==> src/rtl/turn_sequencer.sv <==
`timescale 1ns/1ps
// turn_sequencer
// Turn controller for the reversi game core. Rotates the active player,
// issues a one-cycle turn_start pulse per turn, counts consecutive passes,
// optionally forces a pass when a player stalls past TIMEOUT cycles, and
// ends the game on a full board or when every player has passed in a row.
// All outputs come straight from registers.

module turn_sequencer #(
  parameter int NUM_PLAYERS = 2,
  parameter int TIMEOUT     = 0,
  parameter int TURN_W      = 7,
  localparam int PW         = (NUM_PLAYERS > 2) ? $clog2(NUM_PLAYERS) : 1
) (
  input  logic              clk,
  input  logic              resetn,
  input  logic              initialize,
  input  logic              move_done,
  input  logic              pass,
  input  logic              board_full,
  output logic [PW-1:0]     current_player,
  output logic              turn_start,
  output logic              awaiting_move,
  output logic              timed_out,
  output logic [3:0]        consec_passes,
  output logic [TURN_W-1:0] turn_count,
  output logic              game_over
);

  // Timer is kept at least one bit wide so the design stays legal with the
  // timer disabled; in that case it is held at zero.
  localparam int TW = (TIMEOUT > 0) ? $clog2(TIMEOUT + 1) : 1;

  localparam logic [TW-1:0]     TIMER_LAST  = (TIMEOUT > 0) ? TW'(TIMEOUT - 1) : {TW{1'b0}};
  localparam logic [PW-1:0]     LAST_PLAYER = PW'(NUM_PLAYERS - 1);
  localparam logic [3:0]        PASS_LIMIT  = 4'(NUM_PLAYERS);
  localparam logic [TURN_W-1:0] TURN_MAX    = {TURN_W{1'b1}};

  typedef enum logic [1:0] {
    ST_IDLE  = 2'd0,
    ST_START = 2'd1,
    ST_WAIT  = 2'd2,
    ST_OVER  = 2'd3
  } state_t;

  state_t              state_r;
  state_t              state_s;
  logic [PW-1:0]       player_r;
  logic [PW-1:0]       player_s;
  logic [TURN_W-1:0]   turn_cnt_r;
  logic [TURN_W-1:0]   turn_cnt_s;
  logic [3:0]          passes_r;
  logic [3:0]          passes_s;
  logic [3:0]          passes_inc_s;
  logic [TW-1:0]       timer_r;
  logic [TW-1:0]       timer_s;
  logic                expire_s;
  logic                timed_out_s;
  logic                turn_start_r;
  logic                awaiting_r;
  logic                timed_out_r;
  logic                game_over_r;

  // Wrap-around successor of a player index.
  function automatic logic [PW-1:0] next_player(input logic [PW-1:0] p);
    logic [PW-1:0] n;
    if (p == LAST_PLAYER) begin
      n = {PW{1'b0}};
    end else begin
      n = p + PW'(1);
    end
    return n;
  endfunction

  // Turn counter increment that sticks at all-ones.
  function automatic logic [TURN_W-1:0] sat_inc(input logic [TURN_W-1:0] c);
    logic [TURN_W-1:0] n;
    if (c == TURN_MAX) begin
      n = c;
    end else begin
      n = c + TURN_W'(1);
    end
    return n;
  endfunction

  // Next-state and next-datapath decision for the turn flow.
  always_comb begin
    state_s      = state_r;
    player_s     = player_r;
    turn_cnt_s   = turn_cnt_r;
    passes_s     = passes_r;
    timer_s      = timer_r;
    timed_out_s  = 1'b0;
    passes_inc_s = passes_r + 4'd1;
    if (TIMEOUT > 0) begin
      expire_s = (timer_r == TIMER_LAST);
    end else begin
      expire_s = 1'b0;
    end

    if (initialize) begin
      state_s    = ST_START;
      player_s   = {PW{1'b0}};
      turn_cnt_s = {TURN_W{1'b0}};
      passes_s   = 4'd0;
      timer_s    = {TW{1'b0}};
    end else begin
      case (state_r)
        ST_IDLE: begin
          state_s = ST_IDLE;
        end
        ST_START: begin
          state_s = ST_WAIT;
          timer_s = {TW{1'b0}};
        end
        ST_WAIT: begin
          if (board_full) begin
            state_s = ST_OVER;
            timer_s = {TW{1'b0}};
          end else if (move_done) begin
            passes_s   = 4'd0;
            player_s   = next_player(player_r);
            turn_cnt_s = sat_inc(turn_cnt_r);
            timer_s    = {TW{1'b0}};
            state_s    = ST_START;
          end else if (pass || expire_s) begin
            // An explicit pass on the expiry edge is a normal pass.
            passes_s    = passes_inc_s;
            timed_out_s = ~pass;
            timer_s     = {TW{1'b0}};
            if (passes_inc_s == PASS_LIMIT) begin
              state_s = ST_OVER;
            end else begin
              player_s   = next_player(player_r);
              turn_cnt_s = sat_inc(turn_cnt_r);
              state_s    = ST_START;
            end
          end else begin
            if (TIMEOUT > 0) begin
              timer_s = timer_r + TW'(1);
            end else begin
              timer_s = {TW{1'b0}};
            end
          end
        end
        ST_OVER: begin
          state_s = ST_OVER;
        end
        default: begin
          state_s = ST_IDLE;
        end
      endcase
    end
  end

  // FSM state register.
  always_ff @(posedge clk or posedge resetn) begin
    if (resetn) begin
      state_r <= ST_IDLE;
    end else begin
      state_r <= state_s;
    end
  end

  // Datapath registers and registered status flags decoded from the next state.
  always_ff @(posedge clk or posedge resetn) begin
    if (resetn) begin
      player_r     <= {PW{1'b0}};
      turn_cnt_r   <= {TURN_W{1'b0}};
      passes_r     <= 4'd0;
      timer_r      <= {TW{1'b0}};
      turn_start_r <= 1'b0;
      awaiting_r   <= 1'b0;
      timed_out_r  <= 1'b0;
      game_over_r  <= 1'b0;
    end else begin
      player_r     <= player_s;
      turn_cnt_r   <= turn_cnt_s;
      passes_r     <= passes_s;
      timer_r      <= timer_s;
      turn_start_r <= (state_s == ST_START);
      awaiting_r   <= (state_s == ST_WAIT);
      timed_out_r  <= timed_out_s;
      game_over_r  <= (state_s == ST_OVER);
    end
  end

  assign current_player = player_r;
  assign turn_start     = turn_start_r;
  assign awaiting_move  = awaiting_r;
  assign timed_out      = timed_out_r;
  assign consec_passes  = passes_r;
  assign turn_count     = turn_cnt_r;
  assign game_over      = game_over_r;

endmodule

==> config.mk <==
export PLATFORM = sky130hd
export DESIGN_NAME = turn_sequencer
export DESIGN_NICKNAME = d
export VERILOG_FILES = /design/src/rtl/turn_sequencer.sv
export SDC_FILE = /design/constraint.sdc
export NUM_CORES = 1
export LEC_CHECK = 0
export ABC_AREA = 1
export ABC_CLOCK_PERIOD_IN_PS = 1550
export BUFFER_PORTS_ARGS = -buffer_cell sky130_fd_sc_hd__buf_2
export CAP_MARGIN = 20
export CORE_MARGIN = 10
export CORE_UTILIZATION = 45
export CTS_BUF_LIST = sky130_fd_sc_hd__clkbuf_16
export DETAILED_ROUTE_END_ITERATION = 7
export HOLD_SLACK_MARGIN = 0.08
export PLACE_DENSITY = 0.71
export REMOVE_ABC_BUFFERS = 1
export SLEW_MARGIN = 20
export SYNTH_ARGS = -nofsm -noshare
export SYNTH_HDL_FRONTEND = slang
export SYNTH_SLANG_ARGS = --single-unit
==> constraint.sdc <==
create_clock -name clk -period 1.55 [get_ports clk]
set_input_delay 0.0775 -clock clk [delete_from_list [all_inputs] [get_ports clk]]
set_output_delay 0.0775 -clock clk [all_outputs]
set_load 0.01 [all_outputs]
# After elaboration in Yosys (flattened, before gate mapping)
# Index checks and enable logic that the tools add are counted.
# totals
mem_bits_rw,0
latch_bits,0
elab_cells,57
mem_count,0
inputBits,6
reg_bits,18
output_inout_bits,16
mem_bits_ro,0
# op_classes
shifts,0
reduce_logical,5
n_mux,30
mul,0
n_eq_ne,10
add_sub_neg,3
n_div,0
bitwise_logic,1
order_cmp,0
# op_table
op,n
$mux W7,7
$mux W4,5
$mux W1,12
$mux W2,5
$eq A2 B2 Y1 const B,4
$pmux W2 S4,1
$add A7 B1 Y7 const B,1
$eq A7 B7 Y1 const B,1
$add A4 B1 Y4 const B,1
$eq A2 B1 Y1 const B,2
$eq A4 B2 Y1 const B,1
$reduce_and A4 Y1,1
$ne A3 B3 Y1 const B,1
$reduce_and A3 Y1,1
$reduce_bool A3 Y1,1
$logic_not A2 Y1,1
$ne A2 B2 Y1 const B,1
$reduce_bool A2 Y1,1
$add A1 B1 Y1 const B,1
$not A1 Y1,1

# Logic depth before layout (Yosys ltp)
# Gate-level depths: netlist (run 1).
# depth
depth_word,9
mapped_depth,12
ltp_nobuf,11

# Worst setup path after synthesis (run 1)
# Ideal clock, no wire load.
# synth_path
path_kind,register to register
startpoint,"reg passes_r[0], in the netlist consec_passes[0]"
endpoint,"reg turn_cnt_r[2], in the netlist turn_count[2]"
path_slack_ns,0.028
period_less_slack_ns,1.522
arrival_time_ns,1.404
required_time_ns,1.432
setup_ns,0.118
path_stages_with_launch,13
path_buffers,1
path_cell_list,dfrtp_1 -> ha_1 -> inv_1 -> nand2_1 -> nand2_2 -> nor2_4 -> nand3_2 -> nand2_4 -> inv_4 -> nand2_4 -> buf_12 -> nand2_1 -> o21ai_2
# synth_via
elab_chain_cells,4
# synth_lines
element,line,source
start: declaration,52,logic [3:0] passes_r;
start signal: assignment,179,passes_r <= passes_s;
$add A4 B1 Y4,94,passes_inc_s = passes_r + 4'd1;
$eq A4 B2 Y1,131,if (passes_inc_s == PASS_LIMIT) begin
$ne A3 B3 Y1 (no source line),--,
$reduce_and A4 Y1 (no source line),--,
end signal: assignment,169,turn_cnt_r <= {TURN_W{1'b0}};
end signal: assignment,178,turn_cnt_r <= turn_cnt_s;
end: declaration,50,logic [TURN_W-1:0] turn_cnt_r;
# Every way passes these cells.
# A chain may end at the register's enable or synchronous reset.

# Worst setup path after layout (run 1)
# layout_path
startpoint,"reg turn_cnt_r[0], in the netlist turn_count[0]"
endpoint,"reg turn_cnt_r[4], in the netlist turn_count[4]"
# layout_via
elab_chain_cells,8
elab_cells_between_ends,9
classes_between,1 x add/sub; 1 x eq/ne; 7 x mux
# layout_lines
element,line,source
$add A7 B1 Y7 or $eq A7 B7 Y1 (tied branches),"81, 78",
$mux W7 *,78,if (c == TURN_MAX) begin
$mux W7,131,
$mux W7,126,end else if (pass || expire_s) begin
$mux W7 *,120,end else if (move_done) begin
$mux W7 *,117,if (board_full) begin
$mux W7 *,108,case (state_r)
$mux W7 *,101,if (initialize) begin
# Mark *: on every way between the ends. The rest lies on a longest branch, timed or not. The select of a mux whose other input is x is not followed.

==> results of run 1 <==
## Yosys cell counts (2+ instances only)
cell type,n
nand2_2,6
nor2_1,10
nor3_2,2
o22ai_1,2
dfrtp_1,17
inv_1,13
nand3_1,5
o21ai_0,2
nand3_2,2
nand2_1,23
nand2_4,3
a21oi_1,2
o21ai_2,6
ha_1,3
nand4_1,2
## metal layers
metal | global-route usage (%) | routed length, um | part of all wire [%] | vias to the layer above
met3 | 4.013 | 118 | 5.6 | 2
li1 | - | - | - | 404
met4 | 3.403 | 22 | 1.0 | 0
met2 | 15.40 | 1020 | 49 | 17
met5 | 0 | 0 | 0 | -
met1 | 11.71 | 935 | 45 | 381
## timing repair
action / in CTS / in global routing
endpoints found under the hold margin: 17 / 0
buffers inserted: 0 / 0
setup endpoints to repair: 0 / 6
hold buffers: 1 / 0
gates resized for setup: 0 / 4
## worst reg2reg max path, delay by kind of cell (launching register included)
family          cells  cell delay (ns)
simple gates        4             0.73
flops               1             0.38
fa+ha+maj           1             0.16
compound gates      1             0.06
## how the worst min path moves through the flow
stage	slack [ns]	to	cells past startpoint
2_1_floorplan	0.004	awaiting_move$_DFF_PP0_	1
3_3_place_gp	0.19	turn_count[6]$_DFFE_PP0P_	2
3_5_place_dp	0.19	turn_start$_DFF_PP0_	2
4_1_cts	0.17	consec_passes[2]$_DFFE_PP0P_	4
5_1_grt	0.20	turn_count[0]$_DFFE_PP0P_	3
6_report	0.17	consec_passes[2]$_DFFE_PP0P_	4
## sequential cells by signal, summed over array words and instances, names as in the netlist
name	cells
consec_passes	4
awaiting_move	1
turn_count	7
current_player	1
turn_start	1
state_r	2
game_over	1
## power groups by stage
stage	sequential (mW)	combinational (mW)	clock, mW
2_1_floorplan	0.540	0.136	0
3_3_place_gp	0.513	0.259	0
3_5_place_dp	0.513	0.267	0
4_1_cts	0.506	0.271	0.510
5_1_grt	0.516	0.315	0.533
6_report	0.511	0.281	0.511
## cell type report
| class | count | area [um2] |
|---|---|---|
| inverters | 15 | 58.81 |
| multi-input cells | 77 | 499.2 |
| flip-flops and latches | 17 | 425.4 |
| repair buffers | 25 | 140.1 |
| clock inverters | 1 | 3.754 |
| well taps | 27 | 33.78 |
| fillers | 172 | 785.8 |
| clock buffers | 3 | 75.07 |
## cell families after synthesis
family | after synthesis | share of synthesized area, %
simple gates | 58 | 32.83
flops | 17 | 43.09
fa+ha+maj | 3 | 3.803
xor+xnor | 1 | 0.8874
other cells | 1 | 0.3799
compound gates | 13 | 9.125
buf+inv | 18 | 9.887
## metrics by stage
| step | hold WS, ns | instances | utilization, % | worst slack (ns) |
|---|---|---|---|---|
| after floorplan | 0.003569 | 108 | - | 0.08785 |
| after global placement | 0.1874 | 159 | 55.01 | 0.1322 |
| after detailed placement | 0.1853 | 159 | 55.01 | 0.07382 |
| after CTS | 0.1739 | 164 | 59.41 | 0.05383 |
| after global routing | 0.1960 | 165 | 61.14 | 0.003990 |
| final | 0.1703 | 165 | 61.14 | 0.09850 |
==> reports/qor.csv, run 1 <==
metric,value,unit
TritonCTS clock tree,done,
Netlist cell types,28,
WP buf/inv,0,
sequential fraction of the synthesis area,43.09,%
Die ar.,4467,um2
layout cell share with drive strength beyond 1,39.86,%
die height,66.84,um
setup violators final,0,
row cnt,16,
Synth top area share,43.09,%
end of the critical path,turn_count[4]$_DFFE_PP0P_,
"Min Clock Period, post-route",1.451,ns
Gate Count Post-Synth,111,
Post-synth ARST share,100.0,%
cts bufs inserted,3,
Routed Antenna Nets,0,
Post-Syn Area,987.2,um2
maximum number of pins on one net before global-route repair,18,
clock sink count,17,
setup_tns,0,ns
DP Wirelength,1563,um
Clock transition at path regs,0.05,ns
clk_lat worst skew,0.25,ns
most frequent cells in the layout,"23 x nand2_1, 20 x buf_2, 17 x dfrtp_1",
maximum VDD drop,0.0006162,V
cell family with most CP delay,simple AND/OR/NAND/NOR gates,
Logic pwr share,21.6,%
DR iter-0 viols,16,
first-pass detailed-route iteration total,4,
RePlAce Congestion,0.8235,
CP endpoint kind,flop,
Power Total,1.303,mW
Synth Flop Type,dfrtp_1,
initial antenna violation count,0,
# IOs,22,
critical path depth,6,
total congestion overflow,0,
Mean Syn Cell Area,8.894,um2
max_slew headroom,58.19,%
Post-DP Area,1112,um2
Setup Skew,0.002153,ns
largest area contributor in the netlist,dfrtp_1,
clk buf depth,2,
Leak,0.6288,nW
DR vias,804,
Net Sw Frac,27.43,%
DRC,0,
r2r endpoint,turn_count[4]$_DFFE_PP0P_,
# diodes,0,
Synth area leaders,"dfrtp_1 43%, nand2_1 8.7%, o21ai_2 5.3%, inv_1 4.9%, ha_1 3.8%",
hold path start,initialize,
CP cell instances,"ha_4, nand3_1, nor3_2, nand3_2, nand2_4, o21ai_2",
Cell Pwr Density,1054,nW/um2
cell area after layout,1236,um2
net switching power,0.3573,mW
vias in the first global route,762,
Area Growth Syn to Fin,25.22,%
status,finished clean,
final hold vios,0,
YS warnings,0,
Slew @ Worst Pin,0.6264,ns
Final period util,93.64,%
Worst path slowest cell,dfrtp_1,
nets,148,
WP data arrival,1.59,ns
Hold WC Path Type,in2reg,
Tot GR Track Use,9.810,%
Clock Power Share,39.2,%
Crit. Startpoint,turn_count[0]$_DFFE_PP0P_,
"Data required, critical path",1.69,ns
CTS root buf,clkbuf_16,
crit path launch type,flop,
Initial Util,48.82,%
first-pass GRT wire length,3484,um
DIE WIDTH,66.84,um
CTS H-Tree Depth,1,
port bufs,20,
"most common cell after layout, fill and taps aside",nand2_1,
FF-to-FF setup slack,0.1,ns
core outline area,2022,um2
Routed WL,2097,um
Sequential Power Share,39.2,%
R2R cell count,6,
Power Internal,0.9455,mW
r2r startpoint,turn_count[0]$_DFFE_PP0P_,
routed len/inst,12.71,um
RSZ-0062 raised after global routing,false,
synthesized flop and latch total,17,
crit path kind,reg2reg,
Max Slew Vio Count,0,
max-cap viol count,0,
highest clock rate,688.9,MHz
Vias/cell,4.873,
max incr delay on CP,0.38,ns
number of synthesized flops with an enable pin,0,
Crit Path Max Fanout,6,
Power figures use the tool's default switching activity.
==> inputs of run 2 (changes only) <==
- CORE_UTILIZATION: 45 -> 47
- PLACE_DENSITY: 0.71 -> 0.74
==> run 2 against run 1 <==
Net effect:
- critical path depth is the same
- hold slack improved by 0.0069 ns
- global-route usage fell by 0.33 points
- register-to-register slack lost 0.05 ns
- routed wire length rose by 9.9%
- cell area is 2.3% higher
- largest cell class unchanged
==> reports/qor.csv, run 2 (same netlist as run 1, synthesis figures left out) <==
metric,value,unit,change
Initial Util,49.81,%,+0.99 points
cts bufs inserted,3,,unchanged
most frequent cells in the layout,"21 x nand2_1, 20 x buf_2, 16 x dfrtp_1",,
# IOs,22,,unchanged
clock sink count,17,,unchanged
Vias/cell,4.939,,+1.4%
core outline area,1982,um2,-2.0%
highest clock rate,664.9,MHz,-3.5%
Slew @ Worst Pin,0.6527,ns,+0.02630 ns
initial antenna violation count,0,,unchanged
port bufs,20,,unchanged
total congestion overflow,0,,unchanged
fin cells,165,,unchanged
crit path launch type,flop,,
CTS H-Tree Depth,1,,unchanged
Area Growth Syn to Fin,28.14,%,
RePlAce Congestion,0.7991,,-3.0%
DIE WIDTH,65.83,um,-1.5%
Sequential Power Share,39.9,%,+0.7 points
nets,148,,unchanged
routed len/inst,13.97,um,+9.9%
Cell Pwr Density,1037,nW/um2,-1.6%
multi-input logic area,523.0,um2,+4.8%
Leak,0.6453,nW,+2.6%
FILL cells,157,,-8.7%
Max Slew Vio Count,0,,unchanged
# diodes,0,,unchanged
die height,65.83,um,-1.5%
Routed WL,2305,um,+9.9%
DRC,0,,unchanged
layout cell share with drive strength beyond 1,45.65,%,+5.8 points
Setup Skew,0.001293,ns,-0.0008599 ns
clk_lat worst skew,0.25,ns,about the same
DP Wirelength,1491,um,-4.6%
setup slack at placement,0.02031,ns,-0.05352 ns
maximum number of pins on one net before global-route repair,18,,unchanged
Cell Count Post-Placement,157,,-1.3%
Clock Power Share,39.0,%,-0.2 points
max-cap viol count,0,,unchanged
maximum VDD drop,0.0006891,V,+12%
register area,426.7,um2,+0.29%
max_slew headroom,56.44,%,-1.8 points
CP endpoint kind,flop,,
final hold vios,0,,unchanged
"Min Clock Period, post-route",1.504,ns,+0.05258 ns
"most common cell after layout, fill and taps aside",nand2_1,,
Tot GR Track Use,9.484,%,-0.33 points
"Data required, critical path",1.68,ns,about the same
Final period util,97.04,%,+3.4 points
clk buf depth,2,,unchanged
net switching power,0.3673,mW,+2.8%
final core utilization,63.83,%,+2.7 points
setup_tns,0,ns,unchanged
Die ar.,4334,um2,-3.0%
Logic pwr share,21.1,%,-0.5 points
Power Total,1.312,mW,+0.71%
status,finished clean,,
first-pass GRT wire length,3325,um,-4.6%
Power Internal,0.9448,mW,about the same
Hold WC Path Type,in2reg,,
WP data arrival,1.64,ns,+0.05 ns
first-pass detailed-route iteration total,4,,unchanged
DR vias,815,,+1.4%
row cnt,16,,unchanged
Routed Antenna Nets,0,,unchanged
crit path kind,reg2reg,,
Crit Path Max Fanout,6,,unchanged
DR iter-0 viols,36,,+20
TritonCTS clock tree,done,,
Net Sw Frac,28.00,%,+0.57 points
CTS root buf,clkbuf_16,,
Final Worst Setup Slack,0.04592,ns,-0.05258 ns
Clock transition at path regs,0.05,ns,about the same
setup violators final,0,,unchanged
Largest register FFs,7,,unchanged
vias in the first global route,761,,-0.13%
[run 2: per-layer routing]
| layer | vias to the layer above | GRT usage (%) | part of all wire [%] |
|---|---|---|---|
| met3 | 2 | 3.390 | 5.9 |
| met4 | 0 | 3.476 | 0.35 |
| li1 | 405 | - | - |
| met1 | 380 | 10.23 | 41 |
| met2 | 28 | 16.55 | 53 |
| met5 | - | 0 | 0 |
[run 2: power groups by stage]
stage | Sequential, mW | Clock, mW | Combinational (mW)
floorplan | 0.540 | 0 | 0.136
global placement | 0.522 | 0 | 0.225
detailed placement | 0.525 | 0 | 0.231
CTS | 0.517 | 0.521 | 0.235
global route | 0.529 | 0.537 | 0.308
finish | 0.523 | 0.512 | 0.277
[run 2: through the flow]
stage / instance area [um2] / hold slack, ns
after floorplan: 948.4 / 0.003569
after global placement: 1097 / 0.1906
after detailed placement: 1097 / 0.1995
after global routing: 1265 / 0.2028
after CTS: 1187 / 0.1792
final: 1265 / 0.1772
[run 2: final timing paths]
kind	end	slack [ns]	depth (start not counted)	from
max	turn_count[4]$_DFFE_PP0P_	0.05	6	turn_count[1]$_DFFE_PP0P_
min	turn_count[0]$_DFFE_PP0P_	0.18	3	initialize
max reg2reg	turn_count[4]$_DFFE_PP0P_	0.05	6	turn_count[1]$_DFFE_PP0P_
min reg2reg	current_player$_DFFE_PP0P_	0.48	1	current_player$_DFFE_PP0P_
max in group asynchronous	consec_passes[0]$_DFFE_PP0P_	0.63	3	resetn
min in group asynchronous	turn_count[4]$_DFFE_PP0P_	0.46	3	resetn
[run 2: timing repair]
item / in CTS / in global routing
hold buffers: 1 / 0
resized for setup: 0 / 13
endpoints found under the setup margin: 0 / 9
endpoints found under the hold margin: 17 / 0
buffers inserted: 0 / 2
[run 2: final cells by class]
class                           count  area share (%)
Sequential cell                    17           33.73
Tap cell                           27           2.671
Multi-Input combinational cell     77           41.35
Clock buffer                        3           5.935
Clock inverter                      1          0.3956
Timing Repair Buffer               25           11.08
Inverter                           15           4.847
[run 2: critical path: stages, from the launching register on]
cell     delay, ns
dfrtp_1       0.41
ha_4          0.18
nand3_2       0.11
nor3_4        0.22
nand3_2       0.21
nand2_4       0.20
o21ai_2       0.07
